===== src/rtl/rx_fifo_32b.sv =====
`default_nettype none
// ============================================================================
// Module   : rx_fifo_32b
// Brief    : First-word-fall-through 32-bit receive FIFO with sticky overflow.
//            Define RX_FIFO_OVF_CNT_EN to add the saturating ovf_cnt output.
// Revision : 1.0 - initial release
// ============================================================================
module rx_fifo_32b #(
  parameter int DEPTH    = 8,
  parameter int AF_LEVEL = 6
) (
  input  logic                     clock,
  input  logic                     reset,
  input  logic [31:0]              data_in,
  input  logic                     valid_in,
  output logic [31:0]              data_out,
  output logic                     valid_out,
  input  logic                     ready_in,
  output logic [$clog2(DEPTH):0]   count,
  output logic                     almost_full,
  output logic                     overflow
`ifdef RX_FIFO_OVF_CNT_EN
  ,
  output logic [7:0]               ovf_cnt
`endif
);

  localparam int AW = $clog2(DEPTH);
  localparam int CW = AW + 1;
  localparam logic [CW-1:0] c_DEPTH    = CW'(DEPTH);
  localparam logic [CW-1:0] c_AF_LEVEL = CW'(AF_LEVEL);

  logic [31:0]   r_mem [DEPTH];
  logic [AW-1:0] r_wr_ptr;
  logic [AW-1:0] r_rd_ptr;
  logic [CW-1:0] r_count;
  logic          r_almost_full;
  logic          r_overflow;

  logic          w_pop;
  logic          w_push;
  logic          w_drop;
  logic [CW-1:0] w_count_nxt;

  assign w_pop  = (r_count != '0) && ready_in;
  // A pop in the same cycle frees the slot, so a full FIFO still accepts.
  assign w_push = valid_in && ((r_count < c_DEPTH) || w_pop);
  assign w_drop = valid_in && !w_push;

  always_comb begin
    w_count_nxt = r_count;
    if (w_push && !w_pop)
      w_count_nxt = r_count + CW'(1);
    else if (w_pop && !w_push)
      w_count_nxt = r_count - CW'(1);
  end

  always_ff @(posedge clock or posedge reset) begin
    if (reset) begin
      r_wr_ptr      <= '0;
      r_rd_ptr      <= '0;
      r_count       <= '0;
      r_almost_full <= 1'b0;
      r_overflow    <= 1'b0;
    end else begin
      if (w_push)
        r_wr_ptr <= r_wr_ptr + AW'(1);
      if (w_pop)
        r_rd_ptr <= r_rd_ptr + AW'(1);
      r_count       <= w_count_nxt;
      r_almost_full <= (w_count_nxt >= c_AF_LEVEL);
      if (w_drop)
        r_overflow <= 1'b1;
    end
  end

  // Storage is not reset; a write landing during reset is never exposed
  // because the pointers and count are held at zero.
  always_ff @(posedge clock) begin
    if (w_push)
      r_mem[r_wr_ptr] <= data_in;
  end

  assign valid_out   = (r_count != '0);
  assign data_out    = valid_out ? r_mem[r_rd_ptr] : 32'h0;
  assign count       = r_count;
  assign almost_full = r_almost_full;
  assign overflow    = r_overflow;

`ifdef RX_FIFO_OVF_CNT_EN
  logic [7:0] r_ovf_cnt;

  always_ff @(posedge clock or posedge reset) begin
    if (reset)
      r_ovf_cnt <= 8'h00;
    else if (w_drop && (r_ovf_cnt != 8'hFF))
      r_ovf_cnt <= r_ovf_cnt + 8'h01;
  end

  assign ovf_cnt = r_ovf_cnt;
`endif

endmodule
`default_nettype wire


===== config.mk =====
export PLATFORM = sky130hd
export DESIGN_NAME = rx_fifo_32b
export DESIGN_NICKNAME = d
export VERILOG_FILES = /design/src/rtl/rx_fifo_32b.sv
export SDC_FILE = /design/constraint.sdc
export NUM_CORES = 1
export LEC_CHECK = 0
export ABC_AREA = 1
export ABC_CLOCK_PERIOD_IN_PS = 2600
export BUFFER_PORTS_ARGS = -buffer_cell sky130_fd_sc_hd__buf_2
export CORE_MARGIN = 3
export CORE_UTILIZATION = 31
export DETAILED_ROUTE_END_ITERATION = 6
export GPL_TIMING_DRIVEN = 0
export PLACE_DENSITY = 0.59
export SYNTH_ARGS = -nofsm -noshare
export SYNTH_HDL_FRONTEND = slang
export SYNTH_SLANG_ARGS = --single-unit
export TNS_END_PERCENT = 5

===== constraint.sdc =====
create_clock -name clock -period 2.6 [get_ports clock]
set_input_delay 0.26 -clock clock [delete_from_list [all_inputs] [get_ports clock]]
set_output_delay 0.26 -clock clock [all_outputs]
set_load 0.05 [all_outputs]

Yosys cells after proc, flatten, opt, wreduce, memory -nomap -nowiden
Memories as Yosys holds them, arrays and structs flattened.
Index checks and enable logic that the tools add are counted.
{"block": "classes", "n_reduce_logical": 9, "order_cmp": 2, "muxes": 5, "addsub": 4}
{"cell": "$mux 32", "count": 1}
{"cell": "$mux 4", "count": 2}
{"cell": "$add 3x1->3 const B", "count": 2}
{"cell": "$logic_and 1x1->1", "count": 5}
{"cell": "$add 4x1->4 const B", "count": 1}
{"cell": "$ge 4x3->1 const B", "count": 1}
{"cell": "$lt 4x4->1 const B", "count": 1}
{"cell": "$reduce_bool 4->1", "count": 1}
{"cell": "$sub 4x1->4 const B", "count": 1}
{"cell": "$logic_not 1->1", "count": 2}
{"cell": "$mux 1", "count": 2}
{"cell": "$logic_or 1x1->1", "count": 1}
{"block": "totals", "mem_count": 1, "reg_bits": 12, "mem_bits_rw": 256, "elab_cells": 26}
{"memory": "r_mem", "depth": 8, "width": 32, "rd": 1, "rd_clocked_by_memory_dff": 0, "wr": 1, "line": "33", "rtl": "logic [31:0] r_mem [DEPTH];"}

Depth between registers and ports, before layout
Gate-level depths: netlist of run 1.
{"block": "logic_depth", "ltp_word": 9, "ltp_mapped": 11}

Least setup slack after synthesis of run 1
OpenSTA, ideal clock, no wires.
{"block": "synth_path", "kind": "register -> register", "from": "register r_count[3] (netlist: count[3])", "to": "memory r_mem[0][0] (enable)", "path_stages_with_launch": 5, "setup_time_ps": 421, "path_buffers": 0, "required_ps": 2179, "arrival_time_ps": 2515, "slack_ps": -336, "cell_sequence": "dfrtp_1 > inv_1 > o21ai_2 > or2_2 > nor2_1"}
{"block": "synth_between", "elab_chain_cells": 6, "word_cells_on_any_way": 7}
{"item": "start: declaration", "line": "36", "rtl": "logic [CW-1:0] r_count;"}
{"item": "start signal: assignment", "line": "70", "rtl": "r_count <= w_count_nxt;"}
{"item": "parallel branches: the longest is 2 deep, another holds $lt 4x4->1"}
{"item": "$logic_or 1x1->1 *", "line": "47", "rtl": "assign w_push = valid_in && ((r_count < c_DEPTH) || w_pop);"}
{"item": "$logic_and 1x1->1 *", "line": "47"}
{"item": "$mux 1 *", "line": "80", "rtl": "if (w_push)"}
{"item": "$mux 1 (not written as such) *", "line": "81", "rtl": "r_mem[r_wr_ptr] <= data_in;"}
{"item": "end: declaration", "line": "33"}
Mark *: on every way between the ends.

Worst setup path in the final report of run 1
{"block": "layout_path", "from": "register r_rd_ptr[0]", "to": "output data_out[12]"}
{"block": "layout_between", "elab_chain_cells": 2}
{"item": "start: declaration", "line": "35", "rtl": "logic [AW-1:0] r_rd_ptr;"}
{"item": "start signal: assignment", "line": "69", "rtl": "r_rd_ptr <= r_rd_ptr + AW'(1);"}
{"item": "$mem_v2 8x32"}
{"item": "$mux 32", "line": "85", "rtl": "assign data_out = valid_out ? r_mem[r_rd_ptr] : 32'h0;"}
{"item": "end: declaration", "line": "16", "rtl": "output logic [31:0] data_out,"}
No other way between the ends.

==> impl_metrics.yaml, run 1 <==
sta:
  finalMaxSlewViolations: 0
  setup_slack_ns: 0.08617
  tns_ns: 0
  hold_ws_ns: 0.01398
  period_minus_slack_ns: 2.514
  fin_skew_ns: 0.01021
  timing.fmax_ghz: 0.3978
  slew-limit-headroom: 0.5328
  period_share: 0.9669
  tightestPinTransition_ns: 0.7008
  setup_viol: 0
  report.final.hold_viol_count: 0
  rsz0062_at_grt: "yes"
drt:
  drc: 0
  drt_iter0_drc: 534
  routed_wl_um: 26530
  dr.pass1.iters: 4
  drt-wirelength-per-cell_um: 18.40
  ant_nets: 0
  routed-via-count: 6846
  routed_via_density: 4.748
layout:
  stdcell_count: 1442
  antenna_cells: 0
  drive_above_1_share: 0.1962
  fillerInstances: 3240
  syn2layout_area_growth_pct: 21.73
  nNetsFinal: 1015
  final_util: 0.3869
  postLayoutCellArea_sq_um: 13100
run:
  cap_viol_max_count: 0
clock_network:
  cts_sinks: 268
  ctsHtreeMaxLevel: 1
  clk_path_buf_depth: 3
  cts-root-buf: "clkbuf_16"
  insertion_delay_ns: 0.53
  cts_made_buffers: 29
  path_clk_slew_ns: 0.06
  cts_tree: "yes"
  post-cts-setup-buffers: 0
pwr:
  ir_worst_vdd_mv: 0.6852
  leakagePower_nw: 4.640
  powerDensity_nw_per_um2: 1321
  p_total_mw: 17.31
yosys:
  yosys.area.top_type: "edfxtp_1"
  ys_top_cells_by_area: "edfxtp_1 71%, nor2_1 8.1%, o21ai_0 5.8%"
  yosysTopAreaCellShare: 0.7142
  synth_edf_count: 256
  netlist-cell-type-count: 29
  ys_seq_elements: 268
  yosysSeqAreaShare: 0.7421
  netlist_area_sq_um: 10760
  synthArstFlopShare: 0.04478
  syn-instance-count: 848
  avgSynthCellArea_sq_um: 12.69
  syn_nets: 888
  ys.flop_type: "edfxtp_1"
  ys_warn_count: 0
place:
  hpwl_um: 17240
  numPortBuffers: 74
  place_ws_ns: 0.2213
  place.gp.congestion: 0.7850
  place_area_sq_um: 11950
  dp_cells: 1378
worst_setup_path:
  worst_path_max_delay_cell: "dfrtp_1"
  path_class: "register to output pin"
  required_ns: 2.34
  slowest_delay_ns: 0.43
  critPathLaunchType: "register"
  critPathCaptureType: "output pin"
  cp_max_fo: 10
  crit_arrival_ns: 2.25
  cp_cell_sequence: "inv_2 -> buf_6 -> buf_2 -> nor2_1 -> o22ai_1 -> nor2_1 -> nor2_1 -> buf_2"
  cp_common_cell: "nor2_1"
die:
  core_area_sq_um: 33870
  io_pins: 75
  start_util: 0.3178
  die_w_um: 192.3
  die_y_um: 192.3
  dieArea_sq_um: 36990
  row_count: 67
grt:
  grt.overflow.total: 0
  grt_first_pass_wirelength_um: 40440
  grt_max_degree: 25
  antenna_found_initial: 0
  grt_pass1_vias: 6900
  grtUsageTotal: 0.1430
hold_path:
  holdCritPathClass: "input pin to register"
outcome:
  run_status: "finished, final reports clean"
==> repair_timing <==
item                       in CTS  in global routing
gates resized for setup         9                 70
pin swaps                       0                  0
setup endpoints to repair      32                 31
hold buffers                   14                  0
hold endpoints to repair      106                  0
==> layout by cell type (no fill, tap or decap), types with 11 or more instances in the layout <==
master	instances
buf_2	68
buf_6	18
clkbuf_1	11
clkbuf_16	29
clkbuf_4	18
dfrtp_1	11
dlygate4sd3_1	14
edfxtp_1	256
inv_1	12
nand2_1	61
nor2_1	221
o211ai_1	32
o21ai_0	124
o22ai_1	32
==> flip-flops by register name (all words and copies together) (netlist names) <==
signal	count
almost_full	1
overflow	1
count	4
r_mem	256
r_wr_ptr	3
r_rd_ptr	3
==> cell families (layout without fill, tap and decap cells) <==
logic type,count (synthesis),after routing,synth area share
AND/OR/NAND/NOR,306,306,0.1103
flip-flops,268,268,0.7421
AO/OA/AOI/OAI,196,196,0.1030
buffers and inverters,69,215,0.03592
XOR/XNOR,5,5,0.004068
adder cells (fa/ha/maj),4,4,0.004650
==> critical path, delay by kind of cell, from the launching register on <==
family | cells | cell delay (ns)
AND/OR/NAND/NOR | 3 | 0.28
buffers and inverters | 4 | 0.82
flip-flops | 1 | 0.43
AO/OA/AOI/OAI | 1 | 0.19
==> layout make-up <==
class,count,area [sq um],share of cell area
buffer,52,362.8,0.02769
inverter,17,63.81,0.004870
sequential,268,7989,0.6097
timing repair buffer,96,773.2,0.05901
clock buffer,42,824.5,0.06293
multi-input combinational,511,2460,0.1877
tap,448,560.5,0.04278
clock inverter,8,68.82,0.005252
==> power by group <==
part / internal (mW) / total, mW / switching (mW)
Clock: 2.28 / 3.87 / 1.59
Combinational: 2.24 / 7.90 / 5.66
Sequential: 5.36 / 5.55 / 0.185
==> routing by layer <==
layer  track usage  up-vias  part of all wire
li1              -     3300                 -
met1        0.1917     3306              0.44
met2        0.2398      188              0.48
met3       0.02398       52             0.048
met4       0.04119        0             0.028
met5             0        -                 0
==> synthesized netlist by cell type, types with 4 or more instances <==
cell,instances
buf_1,4
nor2_1,233
buf_6,12
o21ai_1,6
xor2_1,4
inv_1,13
o21ai_0,124
dfrtp_1,12
clkbuf_1,14
buf_2,12
inv_2,4
o22ai_1,32
o211ai_1,32
ha_1,4
nand2_1,61
clkbuf_2,6
edfxtp_1,256
buf_4,4
==> worst paths after layout <==
check                                 start      endpoint  slack, ns  cells past startpoint
worst min register to register     overflow      overflow       0.47                      1
worst max-delay path            r_rd_ptr[0]  data_out[12]       0.09                      8
worst min-delay path             data_in[5]   r_mem[2][5]       0.01                      1
max in group asynchronous             reset   r_rd_ptr[1]       1.90                      3
min in group asynchronous             reset      count[2]       0.31                      3
worst max register to register     count[3]  r_mem[2][14]       0.46                      5
Note: power is estimated with default switching activity, not from simulation.
==> run 2, diff against run 1 <==
CORE_UTILIZATION = 54   (was 31)
PLACE_DENSITY = 0.86   (was 0.59)
==> impl_metrics.yaml, run 2 (synthesized netlist as in run 1, its figures left out) <==
pwr:
  ir_worst_vdd_mv: 0.9936
  p_total_mw: 17.33
  leakagePower_nw: 4.598
  powerDensity_nw_per_um2: 1353
layout:
  nNetsFinal: 1010
  final_common_cell: "edfxtp_1"
  mostFrequentLayoutCells: "256 x edfxtp_1, 222 x nor2_1, 123 x o21ai_0"
  largest_reg_flops: 256
  syn2layout_area_growth_pct: 19.03
  regMostFlops: "r_mem"
  antenna_cells: 0
  drive_above_1_share: 0.1941
  fillerInstances: 1334
  stdcell_count: 1254
die:
  core_area_sq_um: 19530
  dieArea_sq_um: 21660
  start_util: 0.5513
  die_w_um: 147.2
  row_count: 51
  die_y_um: 147.2
  io_pins: 75
place:
  numPortBuffers: 74
  dp_cells: 1195
  place.gp.congestion: 0.7880
  hpwl_um: 15720
sta:
  timing.fmax_ghz: 0.3895
  finalMaxSlewViolations: 0
  rsz0062_at_grt: "yes"
  setup_viol: 0
  period_minus_slack_ns: 2.567
  tightestPinTransition_ns: 0.6591
  fin_skew_ns: 0.009747
  slew-limit-headroom: 0.5596
  period_share: 0.9874
  report.final.hold_viol_count: 0
hold_path:
  holdCritPathClass: "input pin to register"
clock_network:
  cts_made_buffers: 26
  ctsHtreeMaxLevel: 1
  cts_sinks: 268
  path_clk_slew_ns: 0.07
  clk_path_buf_depth: 3
  cts-root-buf: "clkbuf_16"
  cts_tree: "yes"
  insertion_delay_ns: 0.53
grt:
  grt_pass1_vias: 7292
  grt_first_pass_wirelength_um: 39890
  grt_max_degree: 30
  grt.overflow.total: 0
  grtUsageTotal: 0.2370
  antenna_found_initial: 0
worst_setup_path:
  required_ns: 2.34
  path_class: "register to output pin"
  slowest_delay_ns: 0.44
  critPathCaptureType: "output pin"
  critPathLaunchType: "register"
  cp_cell_sequence: "buf_6 -> buf_6 -> buf_6 -> nor2_1 -> o22ai_1 -> nor2_1 -> nor2_1 -> buf_2"
  crit_buf_inv: 4
  path_delay_family: "buffers and inverters"
  worst_path_max_delay_cell: "dfrtp_1"
  crit_arrival_ns: 2.31
  cp_max_fo: 10
drt:
  routed_via_density: 5.901
  drt_iter0_drc: 1044
  dr.pass1.iters: 5
  drc: 0
  drt-wirelength-per-cell_um: 20.66
  ant_nets: 0
  routed_wl_um: 25900
  routed-via-count: 7400
outcome:
  run_status: "finished, final reports clean"
run:
  cap_viol_max_count: 0
## run 2: changes by cell type in the layout (fill, tap and decap cells not counted), sizes merged
cell / change
clkbuf: -4
clkinvlp: +4
bufinv: +3
dlygate4sd3: -3
buf: -2
clkinv: -2
inv: -1
## run 2: area by class of cell
class / count / area, sq um / share of cell area
Sequential cell: 268 / 7989 / 0.6235
Multi-Input combinational cell: 511 / 2457 / 0.1918
Timing Repair Buffer: 94 / 729.5 / 0.05693
Clock buffer: 35 / 705.7 / 0.05508
Buffer: 52 / 367.9 / 0.02871
Tap cell: 265 / 331.6 / 0.02588
Clock inverter: 12 / 167.7 / 0.01309
Inverter: 17 / 63.81 / 0.004980
## run 2: worst paths after layout
kind / depth (start not counted) / end / slack (ns) / startpoint
max: 8 / data_out[18] / 0.03 / r_rd_ptr[0]
min: 1 / r_mem[0][9] / 0.009 / data_in[9]
max reg2reg: 5 / r_mem[2][25] / 0.46 / count[3]
min reg2reg: 1 / overflow / 0.47 / overflow
max in group asynchronous: 3 / r_rd_ptr[1] / 1.88 / reset
min in group asynchronous: 3 / overflow / 0.32 / reset
## run 2: repair_timing
action                                  CTS  global route
hold buffers                             11             0
resized for setup                        14            47
hold endpoints to repair                 70             0
endpoints found under the setup margin   30            29
setup buffers                             0             1
## run 2: power breakdown
part | internal [mW] | switching (mW) | leakage (nW)
sequential | 5.36 | 0.199 | 2.46
combinational | 2.19 | 5.75 | 1.73
clock | 2.30 | 1.53 | 0.410
## run 2: metrics by stage
stage / util / setup slack [ns] / hold slack, ns / TNS, ns / instance area (sq um)
final: 0.6562 / 0.03274 / 0.009276 / 0 / 12810
after global routing: 0.6562 / -0.01594 / 0.01305 / -0.05310 / 12810
after CTS: 0.6515 / -0.07714 / 0.0004859 / -0.09172 / 12720
after detailed placement: 0.6000 / 0.2627 / 0.3239 / 0 / 11720
after global placement: 0.5872 / -1.158 / 0.2996 / -266.63 / 11470
after floorplan: - / -0.3358 / 0.1247 / -66.81 / 10760
## run 2: metal layers
layer  up-vias  GRT usage  routed length [um]
li1       3284          -                   -
met1      3561     0.3130                9564
met2       475     0.3933               12820
met3        80    0.03578                2414
met4         0     0.1086                1102
met5         -          0                   0
